==> config.mk <==
export PLATFORM = sky130hd
export DESIGN_NAME = mem_arbiter
export DESIGN_NICKNAME = d
export VERILOG_FILES = /design/src/rtl/mem_arb_pkg.sv /design/src/rtl/mem_rd_tracker.sv /design/src/rtl/mem_arbiter.sv
export SDC_FILE = /design/constraint.sdc
export NUM_CORES = 1
export LEC_CHECK = 0
export CELL_PAD_IN_SITES_DETAIL_PLACEMENT = 1
export CELL_PAD_IN_SITES_GLOBAL_PLACEMENT = 2
export CORE_MARGIN = 8
export CORE_UTILIZATION = 21
export DETAILED_ROUTE_END_ITERATION = 12
export PLACE_DENSITY = 0.92
export RECOVER_POWER = 25
export SYNTH_ARGS = -nofsm -noshare
export SYNTH_HDL_FRONTEND = slang
export SYNTH_SLANG_ARGS = --single-unit
==> constraint.sdc <==
create_clock -name clock -period 4.46 [get_ports clock]
set_input_delay 0.892 -clock clock [delete_from_list [all_inputs] [get_ports clock]]
set_output_delay 0.892 -clock clock [all_outputs]
set_load 0.05 [all_outputs]
==> src/rtl/mem_arb_pkg.sv <==
// Shared types and defaults for the block-RAM arbiter between fetch and data paths.
// Owner encoding and the read-tracking entry live here so tracker and top agree.
package mem_arb_pkg;

  localparam int ADDR_W_DEF     = 10;
  localparam int DATA_W_DEF     = 16;
  localparam int RD_LAT_DEF     = 1;
  localparam int STARVE_LIM_DEF = 3;

  typedef enum logic {
    OWNER_IF = 1'b0,
    OWNER_DM = 1'b1
  } owner_e;

  typedef struct packed {
    logic   valid;
    owner_e owner;
  } track_entry_t;

endpackage

==> src/rtl/mem_rd_tracker.sv <==
// RD_LAT-deep {valid, owner} shift register following reads through the RAM.
// flush_if_i kills every fetch entry, including the one being pushed this cycle.
module mem_rd_tracker
  import mem_arb_pkg::*;
#(
  parameter int RD_LAT = RD_LAT_DEF
) (
  input  logic         clock,
  input  logic         reset,
  input  logic         push_valid_i,
  input  owner_e       push_owner_i,
  input  logic         flush_if_i,
  output track_entry_t head_o
);

  track_entry_t [RD_LAT-1:0] pipe_q;
  track_entry_t [RD_LAT-1:0] pipe_d;

  always_comb begin
    pipe_d = pipe_q;
    pipe_d[0].valid = push_valid_i & ~(flush_if_i & (push_owner_i == OWNER_IF));
    pipe_d[0].owner = push_owner_i;
    for (int i = 1; i < RD_LAT; i++) begin
      pipe_d[i] = pipe_q[i-1];
      if (flush_if_i && (pipe_q[i-1].owner == OWNER_IF)) begin
        pipe_d[i].valid = 1'b0;
      end
    end
  end

  always_ff @(posedge clock or negedge reset) begin
    if (!reset) begin
      pipe_q <= '0;
    end else begin
      pipe_q <= pipe_d;
    end
  end

  // The oldest entry lines up with douta for the read it describes.
  assign head_o = pipe_q[RD_LAT-1];

endmodule

==> src/rtl/mem_arbiter.sv <==
// Single-port block-RAM arbiter: data path wins unless fetch has been starved.
// Define MEM_ARB_STATS_EN to build the stat_conflicts counter; otherwise it reads 0.
module mem_arbiter
  import mem_arb_pkg::*;
#(
  parameter int ADDR_W     = ADDR_W_DEF,
  parameter int DATA_W     = DATA_W_DEF,
  parameter int RD_LAT     = RD_LAT_DEF,
  parameter int STARVE_LIM = STARVE_LIM_DEF
) (
  input  logic              clock,
  input  logic              reset,
  input  logic              if_req,
  input  logic [ADDR_W-1:0] if_addr,
  input  logic              if_flush,
  output logic              if_gnt,
  output logic              if_rvalid,
  output logic [DATA_W-1:0] if_rdata,
  input  logic              dm_req,
  input  logic              dm_we,
  input  logic [ADDR_W-1:0] dm_addr,
  input  logic [DATA_W-1:0] dm_wdata,
  output logic              dm_gnt,
  output logic              dm_rvalid,
  output logic [DATA_W-1:0] dm_rdata,
  output logic [ADDR_W-1:0] addra,
  output logic [DATA_W-1:0] dina,
  output logic              wea,
  output logic              ena,
  input  logic [DATA_W-1:0] douta,
  output logic [15:0]       stat_conflicts
);

  localparam int SC_W = (STARVE_LIM < 3) ? 2 : $clog2(STARVE_LIM + 1);
  localparam logic [SC_W-1:0] STARVE_MAX = SC_W'(STARVE_LIM);

  logic [SC_W-1:0]   starve_q, starve_d;
  logic [DATA_W-1:0] if_rdata_q, dm_rdata_q;
  track_entry_t      head;
  logic              push_valid;
  owner_e            push_owner;

  // Handshake: a requester holds req/addr/we/wdata until its gnt; gnt is the
  // single-cycle accept, and rvalid later pulses once per accepted read.
  always_comb begin
    if_gnt = 1'b0;
    dm_gnt = 1'b0;
    if (reset) begin
      if (if_req && (!dm_req || (starve_q == STARVE_MAX))) begin
        if_gnt = 1'b1;
      end else if (dm_req) begin
        dm_gnt = 1'b1;
      end
    end
  end

  always_comb begin
    ena   = if_gnt | dm_gnt;
    wea   = dm_gnt & dm_we;
    addra = '0;
    dina  = '0;
    if (dm_gnt) begin
      addra = dm_addr;
      dina  = dm_we ? dm_wdata : '0;
    end else if (if_gnt) begin
      addra = if_addr;
    end
  end

  always_comb begin
    starve_d = starve_q;
    if (if_gnt || !if_req) begin
      starve_d = '0;
    end else if (dm_gnt && (starve_q != STARVE_MAX)) begin
      starve_d = starve_q + 1'b1;
    end
  end

  always_ff @(posedge clock or negedge reset) begin
    if (!reset) begin
      starve_q <= '0;
    end else begin
      starve_q <= starve_d;
    end
  end

  assign push_valid = if_gnt | (dm_gnt & ~dm_we);
  assign push_owner = dm_gnt ? OWNER_DM : OWNER_IF;

  mem_rd_tracker #(
    .RD_LAT(RD_LAT)
  ) u_tracker (
    .clock       (clock),
    .reset       (reset),
    .push_valid_i(push_valid),
    .push_owner_i(push_owner),
    .flush_if_i  (if_flush),
    .head_o      (head)
  );

  assign if_rvalid = head.valid & (head.owner == OWNER_IF);
  assign dm_rvalid = head.valid & (head.owner == OWNER_DM);

  // douta is passed straight through on the returning cycle; the copy kept
  // here only serves to hold the last value while the other owner is served.
  always_ff @(posedge clock or negedge reset) begin
    if (!reset) begin
      if_rdata_q <= '0;
      dm_rdata_q <= '0;
    end else begin
      if (if_rvalid) if_rdata_q <= douta;
      if (dm_rvalid) dm_rdata_q <= douta;
    end
  end

  assign if_rdata = if_rvalid ? douta : if_rdata_q;
  assign dm_rdata = dm_rvalid ? douta : dm_rdata_q;

`ifdef MEM_ARB_STATS_EN
  logic [15:0] stat_q;

  always_ff @(posedge clock or negedge reset) begin
    if (!reset) begin
      stat_q <= '0;
    end else if (if_req && dm_req && (stat_q != 16'hFFFF)) begin
      stat_q <= stat_q + 16'd1;
    end
  end

  assign stat_conflicts = stat_q;
`else
  assign stat_conflicts = '0;
`endif

endmodule
; ---- Yosys cells after proc, flatten, opt, wreduce, memory -nomap -nowiden
; Index checks and enable logic that the tools add are counted.
[classes]
bitwise_logic = 12
div = 0
n_reduce_logical = 7
mux = 14
n_eq_ne = 2
n_lt_le_gt_ge = 0
shifts = 0
n_mul = 0
n_addsub = 1
[ops]
columns = operator, n
row1 = 2-to-1 mux 16 bit, 4
row2 = 2-to-1 mux 10 bit, 2
row3 = bitwise AND 1 bit, 6
row4 = 2-to-1 mux 1 bit, 6
row5 = 2-to-1 mux 2 bit, 2
row6 = NOT 1 bit, 4
row7 = adder 2 x 1 -> 2 bit (second input constant), 1
row8 = equality test 2 bit (second input constant), 1
row9 = logical AND 1 bit, 2
row10 = zero test 1 bit, 2
row11 = logical OR 1 bit, 2
row12 = inequality test 2 bit (second input constant), 1
row13 = bitwise OR 1 bit, 2
row14 = nonzero test 2 bit, 1
[totals]
latchBits = 0
ram_bits = 0
memories = 0
reg_bits = 36
wordCells = 41
in_bits = 58
rom_bits = 0

; ---- Logic depth before layout (Yosys ltp)
[logic_depth]
word_depth = 10
depth_mapped = 5
mapped_depth_nobuf = 3

; ---- By module
; A second synthesis with hierarchy kept.
[hier_totals]
cells_unflattened = 163
hier_area_um2 = 1840.5
[modules_own_cells]
columns = mod, instances, cells_each, seq_area_each_um2, area_each_um2
row1 = mem_arbiter, 1, 159, 850.8, 1779.2
row2 = mem_rd_tracker, 1, 4, 50.0, 61.3

; ---- Least setup slack after synthesis
; Ideal clock, no wire load.
[synth_timing]
kind = input -> output
from = input if_req
to = output dina[10]
arrival_ns = 2.694
path_slack_ns = 0.874
stages = 3
t_required_ns = 3.568
cell_sequence = and2_1 buf_6 nor4bb_1
[synth_between]
elab_chain_len = 4
[synth_rtl]
columns = element, line
row1 = "start, declared", mem_arbiter.sv:13  ; input logic if_req,
row2 = logical AND 1 bit, mem_arbiter.sv:49  ; if (if_req && (!dm_req || (starve_q == STARVE_MAX))) begin
row3 = 2-to-1 mux 1 bit, mem_arbiter.sv:49
row4 = 2-to-1 mux 1 bit, mem_arbiter.sv:48  ; if (reset) begin
row5 = 2-to-1 mux 16 bit, mem_arbiter.sv:62  ; if (dm_gnt) begin
row6 = "end, declared", mem_arbiter.sv:27  ; output logic [DATA_W-1:0] dina,
; Every way passes these cells.

; ---- Worst setup path after layout
[layout_timing]
from = input reset
to = output addra[0]
[layout_between]
elab_chain_len = 3
elab_cells_between_ends = 4
classes_between = 4 x mux
[layout_rtl]
columns = element, line
row1 = "start, declared", mem_arbiter.sv:12  ; input logic reset,
row2 = 2-to-1 mux 1 bit, mem_arbiter.sv:48
row3 = 2-to-1 mux 10 bit, mem_arbiter.sv:65  ; end else if (if_gnt) begin
row4 = 2-to-1 mux 10 bit (*), mem_arbiter.sv:62
row5 = "end, declared", mem_arbiter.sv:26  ; output logic [ADDR_W-1:0] addra,
; Mark *: on every way between the ends. The rest lies on a longest branch, timed or not.

==> impl_metrics.yaml <==
critical_path:
  cp_max_fo: 18
  critical_path.n_buffers_inverters: 3
  critical-path-max-stage-delay_ns: 0.86
  path_cells: "buf_2 -> clkbuf_1 -> nand2_1 -> o32ai_1 -> clkdlybuf4s50_1"
  critPathKind: "input port to output pin"
  crit_path_start_kind: "input port"
  timing.critical_path.arrival_ns: 3.01
  path_delay_family: "buffers and inverters"
  cp.required_ns: 3.57
  end_kind: "output pin"
  cpMaxStageDelayCell: "sky130_fd_sc_hd__clkdlybuf4s50_1"
drt:
  drt_first_iter_violations: 39
  vias: 1726
  wirelength_um: 7010
  drt-wirelength-per-cell_um: 16.9
  dr.pass1.iters: 4
  ant_nets: 0
  number_of_drc_violations_after_detailed_routing: 0
  routed_via_density: 4.17
clock_network:
  cts.htree.levels: 2
  cts_tree: "done"
  cts_repair_resize_count: 0
  path_clk_slew_ns: 0.07
  cts_hold_buffers: 0
  cts_post_setup_buffers_inserted: 0
  clock_tree.buffer_depth: 2
  clock-root-buffer: "sky130_fd_sc_hd__clkbuf_8"
  worst_skew_pair.late_latency_ns: 0.29
  tritoncts.num_buffers: 5
  cts.sink_count: 36
power:
  powerDensity_mw_per_mm2: 407
  vdd_ir_drop_max_mv: 0.129
  power_frac_clock_pct: 17.0
  switchingPower_mw: 0.588
  p_comb_share_pct: 52.1
  intPower_mw: 0.756
  switching_power_as_a_share_of_total_power_pct: 43.7
  share_of_power_burned_in_registers_pct: 30.9
  power_mw: 1.34
  total_leakage_power_nw: 1.31
finish:
  antennaDiodeCount: 0
  nNetsFinal: 343
  final_cells: 414
  postLayoutCellArea_mm2: 0.00330
  layout-drive-gt1-share_pct: 19.3
  multi_input_area_um2: 923
  areaGrowthSynthToFinish_pct: 65.7
  nFillCells: 1026
  regArea_um2: 901
  postLayoutCoreUtil_pct: 35.7
timing:
  worst_clock_skew_ns: 0.00786
  setup_viol: 0
  grt_setup_unrepaired: "false"
  finalHoldViolations: 0
  worstMarginPinSlew_ns: 1.70
  timing.slew.headroom_pct: -13.6
  fmax_mhz: 256
  min_period_over_period_pct: 87.5
  fin_tns_setup_ns: 0
  finalWorstPathRequiredPeriod_ns: 3.90
  timing.final.max_slew_violations: 33
run:
  number_of_violations_of_the_max_capacitance_limit: 1
yosys:
  synthesis.area_mm2: 0.00199
  synth-edff-count: 0
  dominantRegCellSynth: "sky130_fd_sc_hd__dfrtp_1"
  synth_top_area_share_pct: 45.2
  postSynth.asyncResetShare_pct: 100
  synthesis.instances: 167
  synth_top_cells_by_count: "sky130_fd_sc_hd__dfrtp_1, sky130_fd_sc_hd__mux2_2, sky130_fd_sc_hd__nand2_1"
  synth_seq_cells: 36
  ys_warn_count: 0
  synth.largest_area_cell: "sky130_fd_sc_hd__dfrtp_1"
  synth_area_leaders: "sky130_fd_sc_hd__dfrtp_1, sky130_fd_sc_hd__mux2_2, sky130_fd_sc_hd__buf_4"
  synthesized_area_divided_by_synthesized_cell_count_um2: 11.9
  seq_area_frac_synth_pct: 45.2
  synth_most_common_cell: "sky130_fd_sc_hd__dfrtp_1"
  yosysUniqueCellTypes: 29
global_routing:
  grt.overflow.total: 0
  first_global_vias: 2004
  grt_max_degree: 33
  groute.usage.overall_pct: 10.7
  antenna_found_initial: 1
  wire_length_of_the_first_global_routing_pass_um: 11100
die:
  io_pins: 138
  fp.dieW_um: 113
  area_of_the_die_mm2: 0.0129
  cell_row_count: 35
  die_h_um: 113
  floorplan.initialDensity_pct: 21.6
  coreArea_mm2: 0.00924
status:
  failed_checks: "max-capacitance violations, max-slew violations"
  run_status: "complete, but fails checks"
place:
  gp_congestion: 0.667
  placed_cells: 406
  port_buffers: 121
  dpl_cell_area_mm2: 0.00322
  dp_hpwl_um: 5510
hold_path:
  worst_hold_path_type: "flip-flop to flip-flop"
[cells by family after synthesis]
kind of cell             Yosys count  share of synthesized area (%)
flip-flops                        36                           45.2
multiplexers                      32                           18.3
AND/OR/NAND/NOR                   51                           18.1
other                              1                          0.188
buffers and inverters             31                           11.4
adder cells (fa/ha/maj)            1                          0.628
AO/OA/AOI/OAI                     15                           6.21
[cell type report]
| cell class | instances | share of cell area (%) |
|---|---|---|
| Timing Repair Buffer | 124 | 37.0 |
| Multi-Input combinational cell | 115 | 28.0 |
| Sequential cell | 36 | 27.3 |
| Tap cell | 129 | 4.89 |
| Clock buffer | 5 | 2.08 |
| Clock inverter | 3 | 0.568 |
| Inverter | 2 | 0.227 |
[state kept, by name, indices dropped and copies added, names as in the netlist]
name / count
dm_rdata_q: 16
if_rdata_q: 16
starve_q: 2
u_tracker.head_o: 2
[power groups by stage]
stage | clock network [mW] | registers [mW] | logic [mW]
finish | 0.229 | 0.415 | 0.700
detailed placement | 0 | 0.424 | 0.707
floorplan | 0 | 0.415 | 0.475
global placement | 0 | 0.418 | 0.698
CTS | 0.242 | 0.417 | 0.710
global route | 0.253 | 0.424 | 0.733
[metal layers]
| layer | routed length (um) | share of wire (%) | track usage [%] |
|---|---|---|---|
| met5 | 13 | 0.19 | 0 |
| met1 | 2920 | 42 | 12.1 |
| met2 | 3220 | 46 | 17.7 |
| met4 | 54 | 0.77 | 2.40 |
| met3 | 799 | 11 | 5.55 |
[stage by stage]
| stage | hold WS (ns) | worst slack, ns |
|---|---|---|
| after floorplan | 0.519 | 0.874 |
| after global placement | 0.473 | 0.565 |
| after detailed placement | 0.481 | 0.557 |
| after CTS | 0.499 | 0.532 |
| after global routing | 0.507 | 0.308 |
| final | 0.491 | 0.559 |
[worst paths after layout]
check | startpoint | end | cells past startpoint | slack [ns]
min reg2reg | dm_rdata_q[14]$_DFF_PN0_ | dm_rdata_q[14]$_DFF_PN0_ | 1 | 0.49
min | dm_rdata_q[14]$_DFF_PN0_ | dm_rdata_q[14]$_DFF_PN0_ | 1 | 0.49
max reg2reg | starve_q[0]$_DFFE_PN0P_ | u_tracker.head_o[1]$_DFF_PN0_ | 3 | 3.06
max | reset | addra[0] | 5 | 0.56
min in group asynchronous | reset | u_tracker.head_o[0]$_DFF_PN0_ | 2 | 0.96
max in group asynchronous | reset | dm_rdata_q[14]$_DFF_PN0_ | 2 | 2.10
[cells in the final DEF (no fill, tap or decap), types with 4 or more instances in the layout]
| cell | netlist | final |
|---|---|---|
| sky130_fd_sc_hd__dfrtp_1 | 36 | 36 |
| sky130_fd_sc_hd__clkbuf_8 | 0 | 5 |
| sky130_fd_sc_hd__nor4bb_1 | 6 | 6 |
| sky130_fd_sc_hd__clkdlybuf4s50_1 | 0 | 120 |
| sky130_fd_sc_hd__nand2_1 | 21 | 21 |
| sky130_fd_sc_hd__mux2_2 | 30 | 30 |
| sky130_fd_sc_hd__nand2b_1 | 4 | 4 |
| sky130_fd_sc_hd__o32ai_1 | 11 | 11 |
| sky130_fd_sc_hd__conb_1 | 1 | 16 |
| sky130_fd_sc_hd__and4bb_2 | 9 | 9 |
Note: power is estimated with default switching activity, not from simulation.
